<file path="src/rtl/s820_resp_compactor_if.sv">
// Handshake/bus bundle between the benchmark harness and the s820 response compactor.
// Signal names follow the compactor's published port list.
interface s820_resp_compactor_if #(
    parameter int WIDTH = 19,
    parameter int CNT_W = 16
);
    logic             START;
    logic             ABORT;
    logic             D_VALID;
    logic [WIDTH-1:0] D_IN;
    logic [WIDTH-1:0] GOLDEN;
    logic             BUSY;
    logic             DONE;
    logic             PASS;
    logic [WIDTH-1:0] SIG;
    logic [CNT_W-1:0] CNT;

    modport master (
        output START, ABORT, D_VALID, D_IN, GOLDEN,
        input  BUSY, DONE, PASS, SIG, CNT
    );

    modport slave (
        input  START, ABORT, D_VALID, D_IN, GOLDEN,
        output BUSY, DONE, PASS, SIG, CNT
    );
endinterface

</file>
<file path="src/rtl/s820_resp_compactor.sv">
// Galois-form MISR compacting the 19 s820 primary outputs over CYCLES valid captures,
// then comparing the final signature against GOLDEN.
module s820_resp_compactor #(
    parameter int               WIDTH  = 19,
    parameter int               CYCLES = 16,
    parameter int               CNT_W  = 16,
    parameter logic [WIDTH-1:0] POLY   = 19'h00027,
    parameter logic [WIDTH-1:0] SEED   = 19'h00001
) (
    input logic                   CK,
    input logic                   RN,
    s820_resp_compactor_if.slave  bus
);
    typedef enum logic [1:0] {S_IDLE, S_RUN, S_DONE} state_t;

    localparam logic [CNT_W-1:0] LAST = CNT_W'(CYCLES - 1);

    state_t           state, state_nxt;
    logic [WIDTH-1:0] sig, sig_nxt, sig_upd;
    logic [CNT_W-1:0] cnt, cnt_nxt;
    logic             pass, pass_nxt;

    always_comb sig_upd = {sig[WIDTH-2:0], 1'b0} ^ (sig[WIDTH-1] ? POLY : '0) ^ bus.D_IN;

    always_comb begin
        state_nxt = state;
        sig_nxt   = sig;
        cnt_nxt   = cnt;
        pass_nxt  = pass;
        // ABORT outranks both START and a completing capture
        if (bus.ABORT) begin
            state_nxt = S_IDLE;
            pass_nxt  = 1'b0;
        end else begin
            case (state)
                S_IDLE, S_DONE: begin
                    if (bus.START) begin
                        state_nxt = S_RUN;
                        sig_nxt   = SEED;
                        cnt_nxt   = '0;
                        pass_nxt  = 1'b0;
                    end
                end
                S_RUN: begin
                    if (bus.D_VALID) begin
                        sig_nxt = sig_upd;
                        cnt_nxt = cnt + CNT_W'(1);
                        if (cnt == LAST) begin
                            state_nxt = S_DONE;
                            pass_nxt  = (sig_upd == bus.GOLDEN);
                        end
                    end
                end
                default: state_nxt = S_IDLE;
            endcase
        end
    end

    always_ff @(posedge CK or negedge RN) begin
        if (!RN) begin
            state <= S_IDLE;
            sig   <= '0;
            cnt   <= '0;
            pass  <= 1'b0;
        end else begin
            state <= state_nxt;
            sig   <= sig_nxt;
            cnt   <= cnt_nxt;
            pass  <= pass_nxt;
        end
    end

    assign bus.BUSY = (state == S_RUN);
    assign bus.DONE = (state == S_DONE);
    assign bus.PASS = pass;
    assign bus.SIG  = sig;
    assign bus.CNT  = cnt;
endmodule

</file>
<file path="src/flat_wrapper.sv">
// flat-port wrapper written by rule: the top's interface ports become plain ports
module s820_resp_compactor_flat 
#(
    parameter int               WIDTH  = 19,
    parameter int               CYCLES = 16,
    parameter int               CNT_W  = 16,
    parameter logic [WIDTH-1:0] POLY   = 19'h00027,
    parameter logic [WIDTH-1:0] SEED   = 19'h00001
)
  (CK, RN, bus_START, bus_ABORT, bus_D_VALID, bus_D_IN, bus_GOLDEN, bus_BUSY, bus_DONE, bus_PASS, bus_SIG, bus_CNT);
  s820_resp_compactor_if #(.WIDTH(WIDTH), .CNT_W(CNT_W)) bus_i ();
  input logic CK;
  input logic RN;
  input wire logic [$bits(bus_i.START)-1:0] bus_START;
  input wire logic [$bits(bus_i.ABORT)-1:0] bus_ABORT;
  input wire logic [$bits(bus_i.D_VALID)-1:0] bus_D_VALID;
  input wire logic [$bits(bus_i.D_IN)-1:0] bus_D_IN;
  input wire logic [$bits(bus_i.GOLDEN)-1:0] bus_GOLDEN;
  output wire logic [$bits(bus_i.BUSY)-1:0] bus_BUSY;
  output wire logic [$bits(bus_i.DONE)-1:0] bus_DONE;
  output wire logic [$bits(bus_i.PASS)-1:0] bus_PASS;
  output wire logic [$bits(bus_i.SIG)-1:0] bus_SIG;
  output wire logic [$bits(bus_i.CNT)-1:0] bus_CNT;
  assign bus_i.START = bus_START;
  assign bus_i.ABORT = bus_ABORT;
  assign bus_i.D_VALID = bus_D_VALID;
  assign bus_i.D_IN = bus_D_IN;
  assign bus_i.GOLDEN = bus_GOLDEN;
  assign bus_BUSY = bus_i.BUSY;
  assign bus_DONE = bus_i.DONE;
  assign bus_PASS = bus_i.PASS;
  assign bus_SIG = bus_i.SIG;
  assign bus_CNT = bus_i.CNT;
  s820_resp_compactor #(.WIDTH(WIDTH), .CYCLES(CYCLES), .CNT_W(CNT_W), .POLY(POLY), .SEED(SEED)) u_core (.CK(CK), .RN(RN), .bus(bus_i));
endmodule
</file>
<file path="config.mk">
export PLATFORM = sky130hd
export DESIGN_NAME = s820_resp_compactor_flat
export DESIGN_NICKNAME = d
export VERILOG_FILES = /design/src/rtl/s820_resp_compactor_if.sv /design/src/rtl/s820_resp_compactor.sv /design/src/flat_wrapper.sv
export SDC_FILE = /design/constraint.sdc
export NUM_CORES = 1
export LEC_CHECK = 0
export ABC_AREA = 0
export CORE_MARGIN = 1.5
export CORE_UTILIZATION = 50
export DETAILED_ROUTE_END_ITERATION = 8
export PLACE_DENSITY = 0.95
export SYNTH_ARGS = -nofsm -noshare
export SYNTH_HDL_FRONTEND = slang
export SYNTH_SLANG_ARGS = --single-unit
</file>
<file path="constraint.sdc">
create_clock -name CK -period 4 [get_ports CK]
set_clock_uncertainty 0.2 [all_clocks]
set_input_delay 0.4 -clock CK [delete_from_list [all_inputs] [get_ports CK]]
set_output_delay 0.4 -clock CK [all_outputs]
set_load 0.005 [all_outputs]
</file>
==> reports/summary.txt, run 1 <==
Post-CTS Hold Buffers: 0
Met3 Routed Length: 470 µm
total global routing track utilization: 0.255
Final Non-Filler Cells: 340
DR top layer: met4
Core Area: 0.00469 mm²
vias in the first global route: 2124
Worst Hold Class: input port to async pin
starting density of the core: 0.513
layout cells sized above 1: 0.0490
kind of critical path: input port to register
Slew Limit Fails: 0
Die X: 72.4 µm
failing checks: hold timing
Routed Antenna Nets: 0
ant diodes: 0
Ys Warns: 0
metal1 wirelength: 2460 µm
fmax: 0.430 GHz
worst-skew pair later-pin latency: 0.29 ns
Synth Instances: 207
Placed Cells: 332
Mapped Area: 0.00241 mm²
Worst-Margin Slew: 1.04 ns
WL met2: 3160 µm
fillcell total: 339
Area Growth Syn to Fin: 39.9%
register area share after synthesis: 0.395
Die ar.: 0.00524 mm²
Leak: 1.43 nW
max_cap viols: 0
post-layout util: 0.718
DRT iter0 DRCs: 220
TritonCTS Buffers: 5
clock root buffer: clkbuf_8
Req. time, crit path: 4.02 ns
reg2reg end: u_core.bus.CNT[5]
fin nets: 329
most frequent cells in the layout: clkdlybuf4s50_1 (79), dfrtp_1 (38), a22o_1 (19), xor2_1 (16), xnor3_1 (15)
flop-to-flop setup slack: 1.84 ns
syn nets: 251
period utilization: 0.582
DR vias: 2022
Rel. slew slack: 0.303
DRC: 0
FF+latch count, synth: 38
critical path arrival: 2.35 ns
I/O pin cnt: 81
Final Setup Violations: 0
status: finished with violations
Row Count: 25
Power Density: 360 mW/mm²
initial antenna violation count: 0
Final Hold Viols: 1
Max VDD drop: 0.000232 V
final wirelength: 6210 µm
CTS Buffer Depth: 2
pin count of the biggest net entering global routing: 39
dpl hpwl: 4570 µm
synth unique cells: 41
port bufs: 80
commonest non-fill, non-tap cell in the layout: clkdlybuf4s50_1
final hold slack: -0.000725 ns
min Tclk post-route: 2.33 ns
via/cell ratio: 5.95
CTS resizes: 0
setup bufs post-CTS: 0
grt ovf: 0
syn_area_per_cell: 11.6 µm²
CTS H-tree depth: 2
Reg clk slew, reported paths: 0.08 ns
Clock Sinks: 38
first-pass GRT wire length: 10100 µm
CP Launch Type: input port
Worst Path Max Fanout: 28
CP endpoint kind: register
RSZ-0062 raised after global routing: no
worst r2r src: u_core.state[0]
Register-to-Register Path Depth: 4
Die H: 72.4 µm
CTS tree: yes
DRT Pass-1 Iters: 4
wire per inst: 18.3 µm
setup tns final: 0 ns
GP Congestion: 0.961
-- logic make-up (layout without fill, tap and decap cells) --
logic type	count (synthesis)	count (layout)	share of synthesized area
buffers and inverters	16	95	0.0296
XOR/XNOR	43	43	0.255
flip-flops	38	38	0.395
AO/OA/AOI/OAI	57	57	0.177
adder cells (fa/ha/maj)	1	1	0.00519
multiplexers	2	2	0.00935
AND/OR/NAND/NOR	50	50	0.130
-- Yosys cell counts --
| master | number | share of area |
|---|---|---|
| and2_1 | 1 | 0.0026 |
| or3_1 | 7 | 0.018 |
| and2b_1 | 1 | 0.0031 |
| buf_2 | 3 | 0.0062 |
| o211ai_1 | 1 | 0.0031 |
| xnor3_1 | 15 | 0.14 |
| o41ai_2 | 1 | 0.0068 |
| a211o_1 | 2 | 0.0073 |
| a21oi_1 | 13 | 0.027 |
| xor2_1 | 16 | 0.058 |
| a2111oi_0 | 1 | 0.0036 |
| a22o_1 | 19 | 0.069 |
| a22oi_1 | 1 | 0.0031 |
| mux2_2 | 2 | 0.0093 |
| inv_1 | 7 | 0.011 |
| xnor2_1 | 10 | 0.036 |
| nor4_1 | 1 | 0.0026 |
| a21o_1 | 1 | 0.0031 |
| nand4_1 | 5 | 0.013 |
| nand3b_4 | 1 | 0.0083 |
| nor4bb_1 | 1 | 0.0042 |
| a21boi_0 | 1 | 0.0031 |
| clkbuf_1 | 5 | 0.0078 |
| dfrtp_1 | 38 | 0.39 |
| a2111o_1 | 3 | 0.014 |
| o21bai_1 | 1 | 0.0031 |
| and4_1 | 3 | 0.011 |
| nor2b_1 | 1 | 0.0026 |
| or2b_1 | 1 | 0.0031 |
| nand2_1 | 9 | 0.014 |
| o21ai_0 | 7 | 0.015 |
| or4_1 | 4 | 0.012 |
| a211oi_1 | 2 | 0.0062 |
| nand3_1 | 6 | 0.012 |
| buf_6 | 1 | 0.0047 |
| o31ai_1 | 4 | 0.012 |
| nor2_1 | 6 | 0.0093 |
| nor4b_1 | 2 | 0.0073 |
| ha_1 | 1 | 0.0052 |
| nand2b_4 | 1 | 0.0057 |
| xor3_1 | 2 | 0.020 |
-- worst max-delay path, cell delays in order --
cell	delay, ns
clkdlybuf4s50_1	0.57
nand3b_4	0.13
a21o_1	0.50
or4_1	0.60
a21oi_1	0.16
-- power by group --
part | switching, mW | internal, mW | total [mW]
logic | 0.111 | 0.223 | 0.334
clock network | 0.142 | 0.266 | 0.408
registers | 0.0542 | 0.416 | 0.471
total | 0.308 | 0.905 | 1.21
-- routing by layer --
layer / vias to the layer above / global-route usage
met5: - / 0
met4: 0 / 0.0922
met3: 13 / 0.0639
met2: 103 / 0.428
met1: 977 / 0.320
li1: 929 / -
-- flip-flops by register name (all words and copies together), names as in the netlist --
| register | count |
|---|---|
| u_core.bus.SIG | 19 |
| u_core.bus.CNT | 16 |
| u_core.state | 2 |
| u_core.bus.PASS | 1 |
-- how the worst max path moves through the flow --
| stage | start | end | slack, ns | depth (start not counted) |
|---|---|---|---|---|
| after floorplan | u_core.bus.SIG[4] | u_core.bus.PASS | 2.08 | 4 |
| after global placement | bus_D_VALID | u_core.bus.CNT[4] | 1.47 | 5 |
| after detailed placement | bus_D_VALID | u_core.bus.CNT[6] | 1.39 | 5 |
| after CTS | bus_D_VALID | u_core.bus.CNT[5] | 1.68 | 5 |
| after global routing | bus_D_VALID | u_core.bus.CNT[5] | 1.57 | 5 |
| final | bus_D_VALID | u_core.bus.CNT[5] | 1.67 | 5 |
-- metrics by stage --
stage | hold WS, ns | setup slack (ns) | cell area (µm²) | total power, mW
floorplan | -0.0956 | 2.08 | 2410 | 0.652
global placement | 0.330 | 1.47 | 3230 | 0.795
detailed placement | 0.341 | 1.39 | 3230 | 0.809
CTS | 0.0325 | 1.68 | 3370 | 1.22
global route | 0.0959 | 1.57 | 3370 | 1.26
finish | -0.000725 | 1.67 | 3370 | 1.21
-- area by class of cell --
type                       instances  area (µm²)  area share
clock inverter                     2        60.1      0.0178
inverter                           7        26.3     0.00780
clock buffer                       6        82.6      0.0245
sequential                        38         951       0.282
timing repair buffer              80         796       0.236
tap                               54        67.6      0.0201
multi-input combinational        153        1390       0.411
Power figures use the tool's default switching activity.
==> run 2: changes to the inputs <==
--- a/config.mk
+++ b/config.mk
@@ -7,9 +7,9 @@
 export LEC_CHECK = 0
 export ABC_AREA = 0
 export CORE_MARGIN = 1.5
-export CORE_UTILIZATION = 50
+export CORE_UTILIZATION = 46
 export DETAILED_ROUTE_END_ITERATION = 8
-export PLACE_DENSITY = 0.95
+export PLACE_DENSITY = 0.91
 export SYNTH_ARGS = -nofsm -noshare
 export SYNTH_HDL_FRONTEND = slang
 export SYNTH_SLANG_ARGS = --single-unit
==> constraint.sdc (replaced) <==
create_clock -name CK -period 2.4 [get_ports CK]
set_clock_uncertainty 0.2 [all_clocks]
set_input_delay 0.24 -clock CK [delete_from_list [all_inputs] [get_ports CK]]
set_output_delay 0.24 -clock CK [all_outputs]
set_load 0.005 [all_outputs]
==> run 2 against run 1 <==
Net effect:
- the flow now finishes without violations
- non-clock buffer count grew 3
- register-to-register slack lost 1.5 ns
- routed wire length shrank 4.9%
- clock power grew 14%
- combinational power grew 65%
- cell count grew 5.6%
- largest cell class unchanged
==> reports/summary.txt, run 2 (synthesis gave the netlist of run 1 again) <==
fmax: 0.476 GHz
reg2reg end: u_core.bus.CNT[15]
TritonCTS Buffers: 5 (unchanged)
vias in the first global route: 2026 (-4.6%)
WHS Endpoint: u_core.bus.SIG[13]
design area: 0.00336 mm² (-0.19%)
CP startpoint: bus_D_VALID
Rel. slew slack: 0.439 (+0.137)
Post-CTS Hold Buffers: 1 (+1)
Pwr Total: 1.80 mW (+48%)
final wirelength: 5910 µm (-4.9%)
first-pass GRT wire length: 9490 µm (-6.3%)
met2 usage: 0.395 (-0.0332)
Worst-Margin Slew: 0.841 ns (-0.201 ns)
CTS Buffer Depth: 2 (unchanged)
area post-placement: 0.00326 mm² (+1.1%)
clock root buffer: clkbuf_8
DRC: 0 (unchanged)
Final Setup Violations: 0 (unchanged)
commonest non-fill, non-tap cell in the layout: clkdlybuf4s50_1
CTS tree: yes
CP top delay family: compound AO/OA/AOI/OAI gates
layout cells sized above 1: 0.0519 (+0.00295)
CP endpoint kind: register
Register-to-Register Path Depth: 4 (unchanged)
Die H: 75.4 µm (+4.1%)
Final Hold Viols: 0 (-1)
period utilization: 0.875
Core Area: 0.00507 mm² (+8.2%)
Worst Path Max Fanout: 9 (-68%)
worst-skew pair later-pin latency: 0.29 ns (about the same)
port bufs: 80 (unchanged)
critical path arrival: 2.12 ns (-0.23 ns)
met1 Use GR: 0.278 (-0.0415)
DR vias: 2017 (-0.25%)
setup bufs post-CTS: 0 (unchanged)
RSZ-0062 raised after global routing: no
via/cell ratio: 5.62 (-5.5%)
kind of critical path: input port to register
DRT iter0 DRCs: 102 (-54%)
total global routing track utilization: 0.226 (-0.0289)
number of buffers and inverters on the critical path: 1 (unchanged)
max_cap viols: 0 (unchanged)
GP Congestion: 0.875 (-8.9%)
Area Growth Syn to Fin: 39.6%
I/O pin cnt: 81 (unchanged)
flop-to-flop setup slack: 0.33 ns (-1.51 ns)
DRT Pass-1 Iters: 4 (unchanged)
Placed Cells: 350 (+5.4%)
status: finished clean
dpl hpwl: 4450 µm (-2.7%)
Die ar.: 0.00568 mm² (+8.3%)
Die X: 75.4 µm (+4.1%)
CP Launch Type: input port
Power Density: 535 mW/mm² (+49%)
most frequent cells in the layout: clkdlybuf4s50_1 (79), dfrtp_1 (38), a22o_1 (19), xor2_1 (16), xnor3_1 (15)
Final Non-Filler Cells: 359 (+5.6%)
starting density of the core: 0.475 (-0.0387)
Clock Sinks: 38 (unchanged)
ant diodes: 0 (unchanged)
Max VDD drop: 0.000310 V (+34%)
hold depth: 1
slowest cell on the critical path: clkdlybuf4s50_1
Req. time, crit path: 2.42 ns (-1.60 ns)
Max stage delay on crit path: 0.60 ns (about the same)
wire per inst: 16.5 µm (-9.9%)
CTS resizes: 0 (unchanged)
max FFs per register: 19 (unchanged)
fin nets: 332 (+0.91%)
Routed Antenna Nets: 0 (unchanged)
Leak: 1.43 nW (-0.65%)
Slew Limit Fails: 0 (unchanged)
busiest grt layer: met2
grt ovf: 0 (unchanged)
pin count of the biggest net entering global routing: 39 (unchanged)
Hold Startpoint: u_core.bus.SIG[13]
Row Count: 26 (+4.0%)
Worst Hold Class: register to register
setup tns final: 0 ns (unchanged)
worst r2r src: u_core.bus.CNT[2]
Reg clk slew, reported paths: 0.08 ns (about the same)
grt met3 use: 0.0542 (-0.00966)
CTS H-tree depth: 2 (unchanged)
crit-path cells: clkdlybuf4s50_1 > nand3b_4 > a2111o_1 > or4_1 > a21oi_1
initial antenna violation count: 0 (unchanged)
min Tclk post-route: 2.10 ns
run 2: per-layer routing:
metal  vias up  share of wire
met4         0          0.012
met2        94           0.50
met3         6          0.065
li1        937              -
met1       980           0.42
met5         -              0
run 2: how the worst max path moves through the flow:
stage	to	slack (ns)	depth (start not counted)
global route	u_core.bus.CNT[12]	0.21	5
global placement	u_core.bus.CNT[15]	0.12	5
CTS	bus_BUSY	0.30	3
finish	u_core.bus.CNT[15]	0.30	5
detailed placement	u_core.bus.CNT[15]	0.04	5
floorplan	u_core.bus.PASS	0.48	4
run 2: final cells by class:
class | count | area, µm²
clock buffers | 7 | 86.3
clock inverters | 1 | 5.00
fillers | 403 | 1710
inverters | 7 | 26.3
multi-input cells | 153 | 1390
flip-flops and latches | 38 | 951
well taps | 70 | 87.6
repair buffers | 83 | 821
run 2: through the flow:
step                      setup WS [ns]  utilization  hold slack [ns]
after floorplan                   0.475            -           -0.256
after global placement            0.118        0.643            0.176
after detailed placement         0.0446        0.643            0.185
after CTS                         0.305        0.663            0.372
after global routing              0.211        0.663            0.397
final                             0.300        0.663            0.371
run 2: where the power goes:
part	leakage (nW)	internal [mW]	switching, mW
Clock	0.0482	0.232	0.233
Sequential	0.516	0.694	0.0881
Combinational	0.862	0.375	0.177
Total	1.43	1.30	0.497
==> run 3: changes to the inputs <==
--- a/config.mk
+++ b/config.mk
@@ -6,10 +6,12 @@
 export NUM_CORES = 1
 export LEC_CHECK = 0
 export ABC_AREA = 0
+export CAP_MARGIN = 0
 export CORE_MARGIN = 1.5
 export CORE_UTILIZATION = 46
 export DETAILED_ROUTE_END_ITERATION = 8
 export PLACE_DENSITY = 0.91
+export SLEW_MARGIN = 20
 export SYNTH_ARGS = -nofsm -noshare
 export SYNTH_HDL_FRONTEND = slang
 export SYNTH_SLANG_ARGS = --single-unit
==> results of run 3 <==
Same layout as run 2: the final DEF is identical, and so are final timing and power.
